### config.mk
export PLATFORM = sky130hd
export DESIGN_NAME = pattern_count_engine_flat
export DESIGN_NICKNAME = d
export VERILOG_FILES = /design/src/rtl/pattern_count_engine_if.sv /design/src/rtl/pattern_count_engine.sv /design/src/flat_wrapper.sv
export SDC_FILE = /design/constraint.sdc
export NUM_CORES = 1
export LEC_CHECK = 0
export ABC_AREA = 1
export BUFFER_PORTS_ARGS = -buffer_cell sky130_fd_sc_hd__buf_2
export CORE_ASPECT_RATIO = 0.5
export CORE_MARGIN = 1
export CORE_UTILIZATION = 56
export DETAILED_ROUTE_END_ITERATION = 7
export PLACE_DENSITY = 0.84
export SLEW_MARGIN = 30
export SYNTH_ARGS = -nofsm -noshare
export SYNTH_HDL_FRONTEND = slang
export SYNTH_SLANG_ARGS = --single-unit
### constraint.sdc
create_clock -name Clk -period 5.3 [get_ports Clk]
set_input_delay 1.06 -clock Clk [delete_from_list [all_inputs] [get_ports Clk]]
set_output_delay 1.06 -clock Clk [all_outputs]
set_load 0.03 [all_outputs]
### src/rtl/pattern_count_engine_if.sv
// rtl/pattern_count_engine_if.sv - start/ack handshake and data-memory port of the pattern count engine
interface pattern_count_engine_if #(
    parameter int ADDR_W = 8
);
    logic              Start;
    logic [ADDR_W-1:0] MemAddr;
    logic [7:0]        MemRdData;
    logic              MemWrEn;
    logic [7:0]        MemWrData;
    logic              Busy;
    logic              Ack;

    modport master (
        input  Start, MemRdData,
        output MemAddr, MemWrEn, MemWrData, Busy, Ack
    );

    modport slave (
        output Start, MemRdData,
        input  MemAddr, MemWrEn, MemWrData, Busy, Ack
    );
endinterface

### src/rtl/pattern_count_engine.sv
// rtl/pattern_count_engine.sv - scans data memory for a bit pattern and writes back three hit counts
module pattern_count_engine #(
    parameter int PAT_W    = 5,
    parameter int NBYTES   = 32,
    parameter int ADDR_W   = 8,
    parameter int PAT_ADDR = 32,
    parameter int RES_ADDR = 33
) (
    input  logic Clk,
    input  logic Reset,
    pattern_count_engine_if.master bus
);
    typedef enum logic [2:0] {IDLE, LDPAT, SCAN, WR0, WR1, WR2, DONE} state_t;

    state_t            state, state_nx;
    logic              start_q;
    logic              accept;
    logic              last_byte;
    logic [ADDR_W-1:0] idx;
    logic [PAT_W-1:0]  pat;
    logic [PAT_W-2:0]  tail;
    logic [15:0]       ctb, cto, cts;
    logic [3:0]        hit_in, hit_x;
    logic [PAT_W+6:0]  win;

    function automatic logic [7:0] sat(input logic [15:0] v);
        return (v > 16'd255) ? 8'hFF : v[7:0];
    endfunction

    // Start is registered only while idle, so pulses during a run never queue up.
    assign accept    = start_q && (state == IDLE || state == DONE);
    assign last_byte = (idx == ADDR_W'(NBYTES - 1));
    assign bus.Busy  = !(state == IDLE || state == DONE);
    assign bus.Ack   = (state == DONE);

    always_comb begin
        hit_in = 4'd0;
        for (int k = 0; k <= 8 - PAT_W; k++) begin
            if (bus.MemRdData[k +: PAT_W] == pat) hit_in = hit_in + 4'd1;
        end
        // Tail bits of the previous byte sit above the current byte: MSB-first stream order.
        win   = {tail, bus.MemRdData};
        hit_x = 4'd0;
        for (int k = 0; k < 8; k++) begin
            if (win[k +: PAT_W] == pat) hit_x = hit_x + 4'd1;
        end
    end

    always_ff @(posedge Clk or posedge Reset) begin
        if (Reset) state <= IDLE;
        else       state <= state_nx;
    end

    always_comb begin
        state_nx      = state;
        bus.MemAddr   = '0;
        bus.MemWrEn   = 1'b0;
        bus.MemWrData = 8'h00;
        case (state)
            IDLE, DONE: if (accept) state_nx = LDPAT;
            LDPAT: begin
                bus.MemAddr = ADDR_W'(PAT_ADDR);
                state_nx    = SCAN;
            end
            SCAN: begin
                bus.MemAddr = idx;
                if (last_byte) state_nx = WR0;
            end
            WR0: begin
                bus.MemWrEn   = 1'b1;
                bus.MemAddr   = ADDR_W'(RES_ADDR);
                bus.MemWrData = sat(ctb);
                state_nx      = WR1;
            end
            WR1: begin
                bus.MemWrEn   = 1'b1;
                bus.MemAddr   = ADDR_W'(RES_ADDR + 1);
                bus.MemWrData = sat(cto);
                state_nx      = WR2;
            end
            WR2: begin
                bus.MemWrEn   = 1'b1;
                bus.MemAddr   = ADDR_W'(RES_ADDR + 2);
                bus.MemWrData = sat(cts);
                state_nx      = DONE;
            end
            default: state_nx = IDLE;
        endcase
    end

    always_ff @(posedge Clk or posedge Reset) begin
        if (Reset) begin
            start_q <= 1'b0;
            idx     <= '0;
            pat     <= '0;
            tail    <= '0;
            ctb     <= 16'd0;
            cto     <= 16'd0;
            cts     <= 16'd0;
        end else begin
            start_q <= bus.Start && !bus.Busy;
            if (accept) begin
                ctb  <= 16'd0;
                cto  <= 16'd0;
                cts  <= 16'd0;
                tail <= '0;
                idx  <= '0;
            end
            if (state == LDPAT) begin
                pat <= bus.MemRdData[7 -: PAT_W];
                idx <= '0;
            end
            if (state == SCAN) begin
                ctb  <= ctb + {12'd0, hit_in};
                cto  <= cto + {15'd0, hit_in != 4'd0};
                cts  <= cts + ((idx == '0) ? {12'd0, hit_in} : {12'd0, hit_x});
                tail <= bus.MemRdData[PAT_W-2:0];
                idx  <= idx + 1'b1;
            end
        end
    end
endmodule

### src/flat_wrapper.sv
// flat-port wrapper written by rule: the top's interface ports become plain ports
module pattern_count_engine_flat 
#(
    parameter int PAT_W    = 5,
    parameter int NBYTES   = 32,
    parameter int ADDR_W   = 8,
    parameter int PAT_ADDR = 32,
    parameter int RES_ADDR = 33
)
  (Clk, Reset, bus_Start, bus_MemRdData, bus_MemAddr, bus_MemWrEn, bus_MemWrData, bus_Busy, bus_Ack);
  pattern_count_engine_if #(.ADDR_W(ADDR_W)) bus_i ();
  input  logic Clk;
  input  logic Reset;
  input wire logic [$bits(bus_i.Start)-1:0] bus_Start;
  input wire logic [$bits(bus_i.MemRdData)-1:0] bus_MemRdData;
  output wire logic [$bits(bus_i.MemAddr)-1:0] bus_MemAddr;
  output wire logic [$bits(bus_i.MemWrEn)-1:0] bus_MemWrEn;
  output wire logic [$bits(bus_i.MemWrData)-1:0] bus_MemWrData;
  output wire logic [$bits(bus_i.Busy)-1:0] bus_Busy;
  output wire logic [$bits(bus_i.Ack)-1:0] bus_Ack;
  assign bus_i.Start = bus_Start;
  assign bus_i.MemRdData = bus_MemRdData;
  assign bus_MemAddr = bus_i.MemAddr;
  assign bus_MemWrEn = bus_i.MemWrEn;
  assign bus_MemWrData = bus_i.MemWrData;
  assign bus_Busy = bus_i.Busy;
  assign bus_Ack = bus_i.Ack;
  pattern_count_engine #(.PAT_W(PAT_W), .NBYTES(NBYTES), .ADDR_W(ADDR_W), .PAT_ADDR(PAT_ADDR), .RES_ADDR(RES_ADDR)) u_core (.Clk(Clk), .Reset(Reset), .bus(bus_i));
endmodule
; After elaboration in Yosys (flattened, before gate mapping)
; Cells that the tools add are included.
[word_totals]
wordCells = 78
in_bits = 11
regBits = 69
output_inout_bits = 19
[classes]
add_sub_neg = 11
magnitude_cmp = 3
n_eq_ne = 17
mux = 27
n_reduce_logical = 12
[op_table]
columns = operator, n
row1 = 2-to-1 mux 16 bit, 4
row2 = greater-than comparator 16 x 8 -> 1 bit (second input constant), 3
row3 = 2-to-1 mux 8 bit, 6
row4 = == test 5 bit, 8
row5 = 2-to-1 mux 4 bit, 10
row6 = case mux 8 bit (5 select lines), 1
row7 = adder 4 x 1 -> 4 bit (second input constant), 6
row8 = case mux 8 bit (3 select lines), 1
row9 = case mux 3 bit (6 select lines), 1
row10 = adder 16 x 1 -> 16 bit, 1
row11 = adder 16 bit, 1
row12 = adder 16 x 4 -> 16 bit, 1
row13 = == test 3 bit (second input constant), 3
row14 = adder 8 x 1 -> 8 bit (second input constant), 1
row15 = == test 8 x 5 -> 1 bit (second input constant), 1
row16 = logical NOT 8 bit, 1
row17 = == test 3 x 2 -> 1 bit (second input constant), 2
row18 = 2-to-1 mux 3 bit, 2
row19 = != test 2 x 1 -> 1 bit (second input constant), 2
row20 = nonzero test 4 bit, 1
row21 = == test 3 x 1 -> 1 bit (second input constant), 1
row22 = logical NOT 3 bit, 1
row23 = nonzero test 3 bit, 1
row24 = OR reduction 3 bit, 1
row25 = 8 further kinds, 10

; Logic depth before layout (Yosys ltp)
[depth]
depth_word = 19
depth_mapped = 41
depth_no_buf = 41

; Worst setup path before layout
; No wires, ideal clock.
[synth_path]
kind = in2reg
startpoint = input port bus_MemRdData[4]
endpoint = register u_core.cts[15]
cell_stages = 36
required_ps = 5221
path_slack_ps = -733
setup_time_ps = 79
path_buffers = 1
arrival_ps = 5953
path_cell_list = buf_2 inv_2 nand2_1 a21oi_1 and3_1 ha_1 nand4_1 nand2_2 inv_1 ha_1 nand2_1 nand2_1 ha_1 or2_1 nand2_1 inv_1 xor2_1 inv_1 ha_1 nand2_1 nand2_1 ha_1 a21oi_1 nand2_1 o21ai_0 inv_1 ha_1 nand3_1 nand2_1 a21oi_1 nor2_1 inv_1 nor4_1 nand2_1 nor3_1 mux2i_1
[synth_between]
elab_chain_len = 19
word_cells_on_any_way = 23
classes_between = 8 x add/sub / 5 x eq/ne / 10 x mux
[synth_rtl]
columns = element, line_no
row1 = from (decl), flat_wrapper.sv:15  ; input wire logic [$bits(bus_i.MemRdData)-1:0] bus_MemRdData;
row2 = == test 5 bit, "pattern_count_engine.sv:39, pattern_count_engine.sv:45"
row3 = 2-to-1 mux 1 bit, "pattern_count_engine.sv:39, pattern_count_engine.sv:45"
row4 = adder 1 x 1 -> 2 bit, "pattern_count_engine.sv:39, pattern_count_engine.sv:45"
row5 = 2-to-1 mux 4 bit, "pattern_count_engine.sv:39, pattern_count_engine.sv:45"
row6 = adder 4 x 1 -> 4 bit, "pattern_count_engine.sv:39, pattern_count_engine.sv:45"
row7 = 2-to-1 mux 4 bit, "pattern_count_engine.sv:39, pattern_count_engine.sv:45"
row8 = adder 4 x 1 -> 4 bit, "pattern_count_engine.sv:39, pattern_count_engine.sv:45"
row9 = 2-to-1 mux 4 bit, "pattern_count_engine.sv:39, pattern_count_engine.sv:45"
row10 = [3 not listed], --
row11 = 2-to-1 mux 4 bit, pattern_count_engine.sv:45  ; if (win[k +: PAT_W] == pat) hit_x = hit_x + 4'd1;
row12 = adder 4 x 1 -> 4 bit, pattern_count_engine.sv:45
row13 = 2-to-1 mux 4 bit, pattern_count_engine.sv:45
row14 = adder 4 x 1 -> 4 bit, pattern_count_engine.sv:45
row15 = 2-to-1 mux 4 bit, pattern_count_engine.sv:45
row16 = 2-to-1 mux 4 bit *, pattern_count_engine.sv:116  ; cts <= cts + ((idx == '0) ? {12'd0, hit_in} : {12'd0, hit_x});
row17 = adder 16 bit *, pattern_count_engine.sv:116
row18 = 2-to-1 mux 16 bit *, pattern_count_engine.sv:113  ; if (state == SCAN) begin
row19 = to (signal assigned), pattern_count_engine.sv:116
row20 = to (decl), pattern_count_engine.sv:22  ; logic [15:0] ctb, cto, cts;
; Every way passes the cells marked *; elsewhere a longest branch is shown, timed or not.
; A chain may end at the register's enable or synchronous reset.

; Final worst setup path
[layout_path]
startpoint = input port bus_MemRdData[2]
endpoint = register u_core.cts[14]
[layout_between]
elab_chain_len = 19
word_cells_on_any_way = 21
classes_between = 8 x add/sub / 3 x eq/ne / 10 x mux
[layout_rtl]
columns = element, line_no
row1 = == test 5 bit, "pattern_count_engine.sv:39, pattern_count_engine.sv:45"
row2 = 2-to-1 mux 1 bit, "pattern_count_engine.sv:39, pattern_count_engine.sv:45"
row3 = adder 1 x 1 -> 2 bit, "pattern_count_engine.sv:39, pattern_count_engine.sv:45"
row4 = 2-to-1 mux 4 bit, "pattern_count_engine.sv:39, pattern_count_engine.sv:45"
row5 = adder 4 x 1 -> 4 bit, "pattern_count_engine.sv:39, pattern_count_engine.sv:45"
row6 = 2-to-1 mux 4 bit *, "pattern_count_engine.sv:39, pattern_count_engine.sv:45"
row7 = adder 4 x 1 -> 4 bit, "pattern_count_engine.sv:39, pattern_count_engine.sv:45"
row8 = 2-to-1 mux 4 bit *, "pattern_count_engine.sv:39, pattern_count_engine.sv:45"
row9 = [3 not listed], --
row10 = 2-to-1 mux 4 bit, pattern_count_engine.sv:45
row11 = adder 4 x 1 -> 4 bit, pattern_count_engine.sv:45
row12 = 2-to-1 mux 4 bit, pattern_count_engine.sv:45
row13 = adder 4 x 1 -> 4 bit, pattern_count_engine.sv:45
row14 = 2-to-1 mux 4 bit, pattern_count_engine.sv:45
row15 = 2-to-1 mux 4 bit *, pattern_count_engine.sv:116
row16 = adder 16 bit *, pattern_count_engine.sv:116
row17 = 2-to-1 mux 16 bit *, pattern_count_engine.sv:113
; Marks and branches as above.

==> summary.md <==
| Metric | Value |
|---|---|
| Switching Fraction | 48.3% |
| # clock sinks | between 60 and 70 |
| Crit path launch | bus_MemRdData[2] |
| Largest net degree at the start of global routing | 44 |
| IO buf count | 29 |
| Sequential fraction of the synthesis area | 33.9% |
| Syn Inst Count | a little over 700 |
| MaxCap Viol Count | 0 |
| Worst setup SP type | input port |
| Clk_lat worst skew | around 0.35 ns |
| CP dominant cell by count | ha_4 |
| Root buffer selected by CTS | clkbuf_16 |
| Core area | 8770 um2 |
| Die Span Y | 69.5 um |
| GRT Util Overall | a little under a third |
| Die ar. | around 9500 um2 |
| Worst R2R Start | u_core.pat[1] |
| Htree depth | 3 |
| Max Clock Freq | between 150 and 200 MHz |
| Initial antenna violation count | 0 |
| Post-synth EDFFs | 0 |
| Final Cycle Share | 106% |
| Slew margin rel. | 47.6% |
| Area added between synthesis and finish | 24.4% |
| Clock network power share | 19.2% |
| Synth async-reset ratio | 100% |
| Antenna-violating nets left | 0 |
| Final cell count without fillers | 912 |
| PD cells | 557 nW/um2 |
| CTS max path bufs | 2 |
| Area share of the largest cell type after synthesis | 33.9% |
| Critical path class | input port to register |
| Initial DRC Count | between 400 and 500 |
| Reg2reg path depth | 34 |
| I/O Pins | 30 |
| Routed vias | 5,279 |
| TritonCTS clock tree | yes |
| Per-cell routed wire length | 15.5 um |
| Nets@finish | 824 |
| Most frequent cell after synthesis | nand2_1 |
| VDD IR max | 0.281 mV |
| Placer Congestion | 0.897 |
| Hold Path Class | register to register |
| Top cells by count, synth | nand2_1 (135), inv_1 (100), o21ai_0 (72), dfrtp_1 (69), nor2_1 (59) |
| NetSw | 1.71 mW |
| Synth cell types | 49 |
| Outcome | finished with violations |
| Final Skew | 0.0104 ns |
| DRC viols | 2 |
| Row count | 24 |
| Cell Area, Synth | between 5000 and 6000 um2 |
| Setup_tns | -1.72 ns |
| Yosys warning count | 0 |
| Combinational share of power | 55.6% |
| Clk slew on worst S/H paths | 0.05 ns |
| Pint | between 1.5 and 2 mW |
| Worst path slowest cell | fa_2 |
| Largest area contributor in the netlist | dfrtp_1 |
| Final WS setup | -0.304 ns |
| Ranking of synthesized cells by area | dfrtp_1 (34%), nand2_1 (9.9%), inv_1 (7.4%) |
| Tmin final | 5.60 ns |
| Crit path to | u_core.cts[14] |
| Avg Cell Area, Syn | ~7 um2 |
| Initial Util | 58.1% |
| DP Cell Count | 880 |
| First-pass iteration count of the detailed router | 7 |
| Vias in the first global route | slightly above 5,000 |
| Cts hold-fix bufs | 0 |
| Final hold violations | 0 |
| Reg-to-Reg End | u_core.cts[14] |
| Antenna diode count | 0 |
| Worst path arrival time | 5.83 ns |
| Syn Nets | 742 |
| Routed WL | 14,200 um |
| Hold path depth | 1 |
| CP max stage delay | 0.35 ns |
| Seq pwr share | 25.2% |
| LEAKAGE | 3.14 nW |
| Failing checks | DRC, setup timing |
| # setup viols final | 11 |
| Layout cells sized above 1 | 25.8% |
| Required time of the critical path | 5.52 ns |
| Max-slew violation count | 0 |
| Total CTS buffers | 9 |
| RSZ-0062 raised after global routing | true |
| Yosys reg bits | 69 |
| Global route total overflow | 0 |
| Worst-Margin Slew | 0.780 ns |
| Post-synth top flop | dfrtp_1 |
| Die Span X | ~140 um |
| Global-route wire length before repair | ~23,000 um |
| Crit Path Max Fanout | 4 |
| Crit. End Element | register |
| R2R Setup Slk | 0 ns |
| Post-DP HPWL | around 9100 um |
| DR vias/cell | roughly 5.8 |
==> state kept, by name, summed over array words and instances, names as in the netlist <==
| register | count |
|---|---|
| u_core.ctb | 16 |
| u_core.cto | 16 |
| u_core.cts | 16 |
| u_core.idx | 8 |
| u_core.pat | 5 |
| u_core.tail | 4 |
| u_core.state | 3 |
| u_core.start_q | 1 |
==> through the flow <==
step / utilization [%] / instance area (um2) / setup slack, ns / hold slack [ns] / total power [mW]
3_5_place_dp: 64.6 / 5670 / -0.719 / 0.465 / 2.65
3_3_place_gp: 64.6 / 5670 / -0.560 / 0.456 / 2.60
4_1_cts: 70.3 / 6160 / -0.302 / 0.476 / 3.40
2_1_floorplan: - / 5170 / -0.379 / 0.441 / 2.16
5_1_grt: 72.3 / 6340 / -0.630 / 0.510 / 3.78
6_report: 72.3 / 6340 / -0.304 / 0.474 / 3.53
==> power groups by stage <==
stage,clock [mW],combinational [mW],sequential (mW)
4_1_cts,0.681,1.84,0.872
2_1_floorplan,0,1.35,0.811
6_report,0.680,1.96,0.889
3_3_place_gp,0,1.73,0.867
5_1_grt,0.701,2.18,0.906
3_5_place_dp,0,1.78,0.874
==> cells in the final DEF (no fill, tap or decap), types with 8 or more instances in the layout <==
cell / count
inv_1: 90
inv_2: 15
nand3_2: 8
nand2_2: 21
dfrtp_1: 69
o21ai_0: 66
xor2_1: 13
nand4_1: 11
clkbuf_16: 9
a21oi_1: 29
xnor2_1: 10
buf_4: 61
nor4_1: 8
ha_1: 16
nor2_2: 8
nor2_1: 53
nand2_1: 127
nand3_1: 44
o22ai_1: 12
buf_2: 26
nor3_1: 11
==> logic make-up after synthesis <==
family                   count (synthesis)  share of synthesized area, %
flip-flops                              69                          33.9
XOR/XNOR                                26                          4.47
other                                    1                        0.0736
AO/OA/AOI/OAI                          142                          15.7
AND/OR/NAND/NOR                        314                          28.6
adder cells (fa/ha/maj)                 23                          5.94
buffers and inverters                  130                          10.7
multiplexers                             3                         0.638
==> layer usage <==
| metal | global-route usage [%] | part of all wire (%) | vias up |
|---|---|---|---|
| met5 | 0 | 0 | - |
| met4 | 11.0 | 1.8 | 0 |
| met3 | 5.56 | 5.8 | 29 |
| met2 | 52.2 | 50 | 207 |
| met1 | 38.2 | 43 | 2552 |
| li1 | - | - | 2491 |
==> worst min path at each step <==
stage	slack, ns	to	from
after floorplan	0.44	u_core.cto[15]	u_core.cto[15]
after global placement	0.46	u_core.cto[15]	u_core.cto[15]
after detailed placement	0.47	u_core.cto[15]	u_core.cto[15]
after CTS	0.48	u_core.cto[15]	u_core.cto[15]
after global routing	0.51	u_core.cto[15]	u_core.cto[15]
final	0.47	u_core.cto[15]	u_core.cto[15]
==> critical path: cells and delay by family <==
family / cells / cell delay [ns]
simple gates: 19 / 2.22
fa+ha+maj: 6 / 1.64
buf+inv: 6 / 0.45
compound gates: 3 / 0.36
xor+xnor: 1 / 0.12
==> area by class of cell <==
cell class,instances,area (um2)
Clock inverter,6,93.8
Clock buffer,10,239
Timing Repair Buffer,91,641
Inverter,110,427
Multi-Input combinational cell,509,3070
Sequential cell,69,1730
Fill cell,636,2430
Tap cell,117,146
==> repair_timing <==
| item | in CTS | in global routing |
|---|---|---|
| pin swaps | 31 | 29 |
| endpoints found under the setup margin | 10 | 13 |
| buffers inserted | 10 | 9 |
| gates resized for setup | 26 | 36 |
Note: power is estimated with default switching activity, not from simulation.
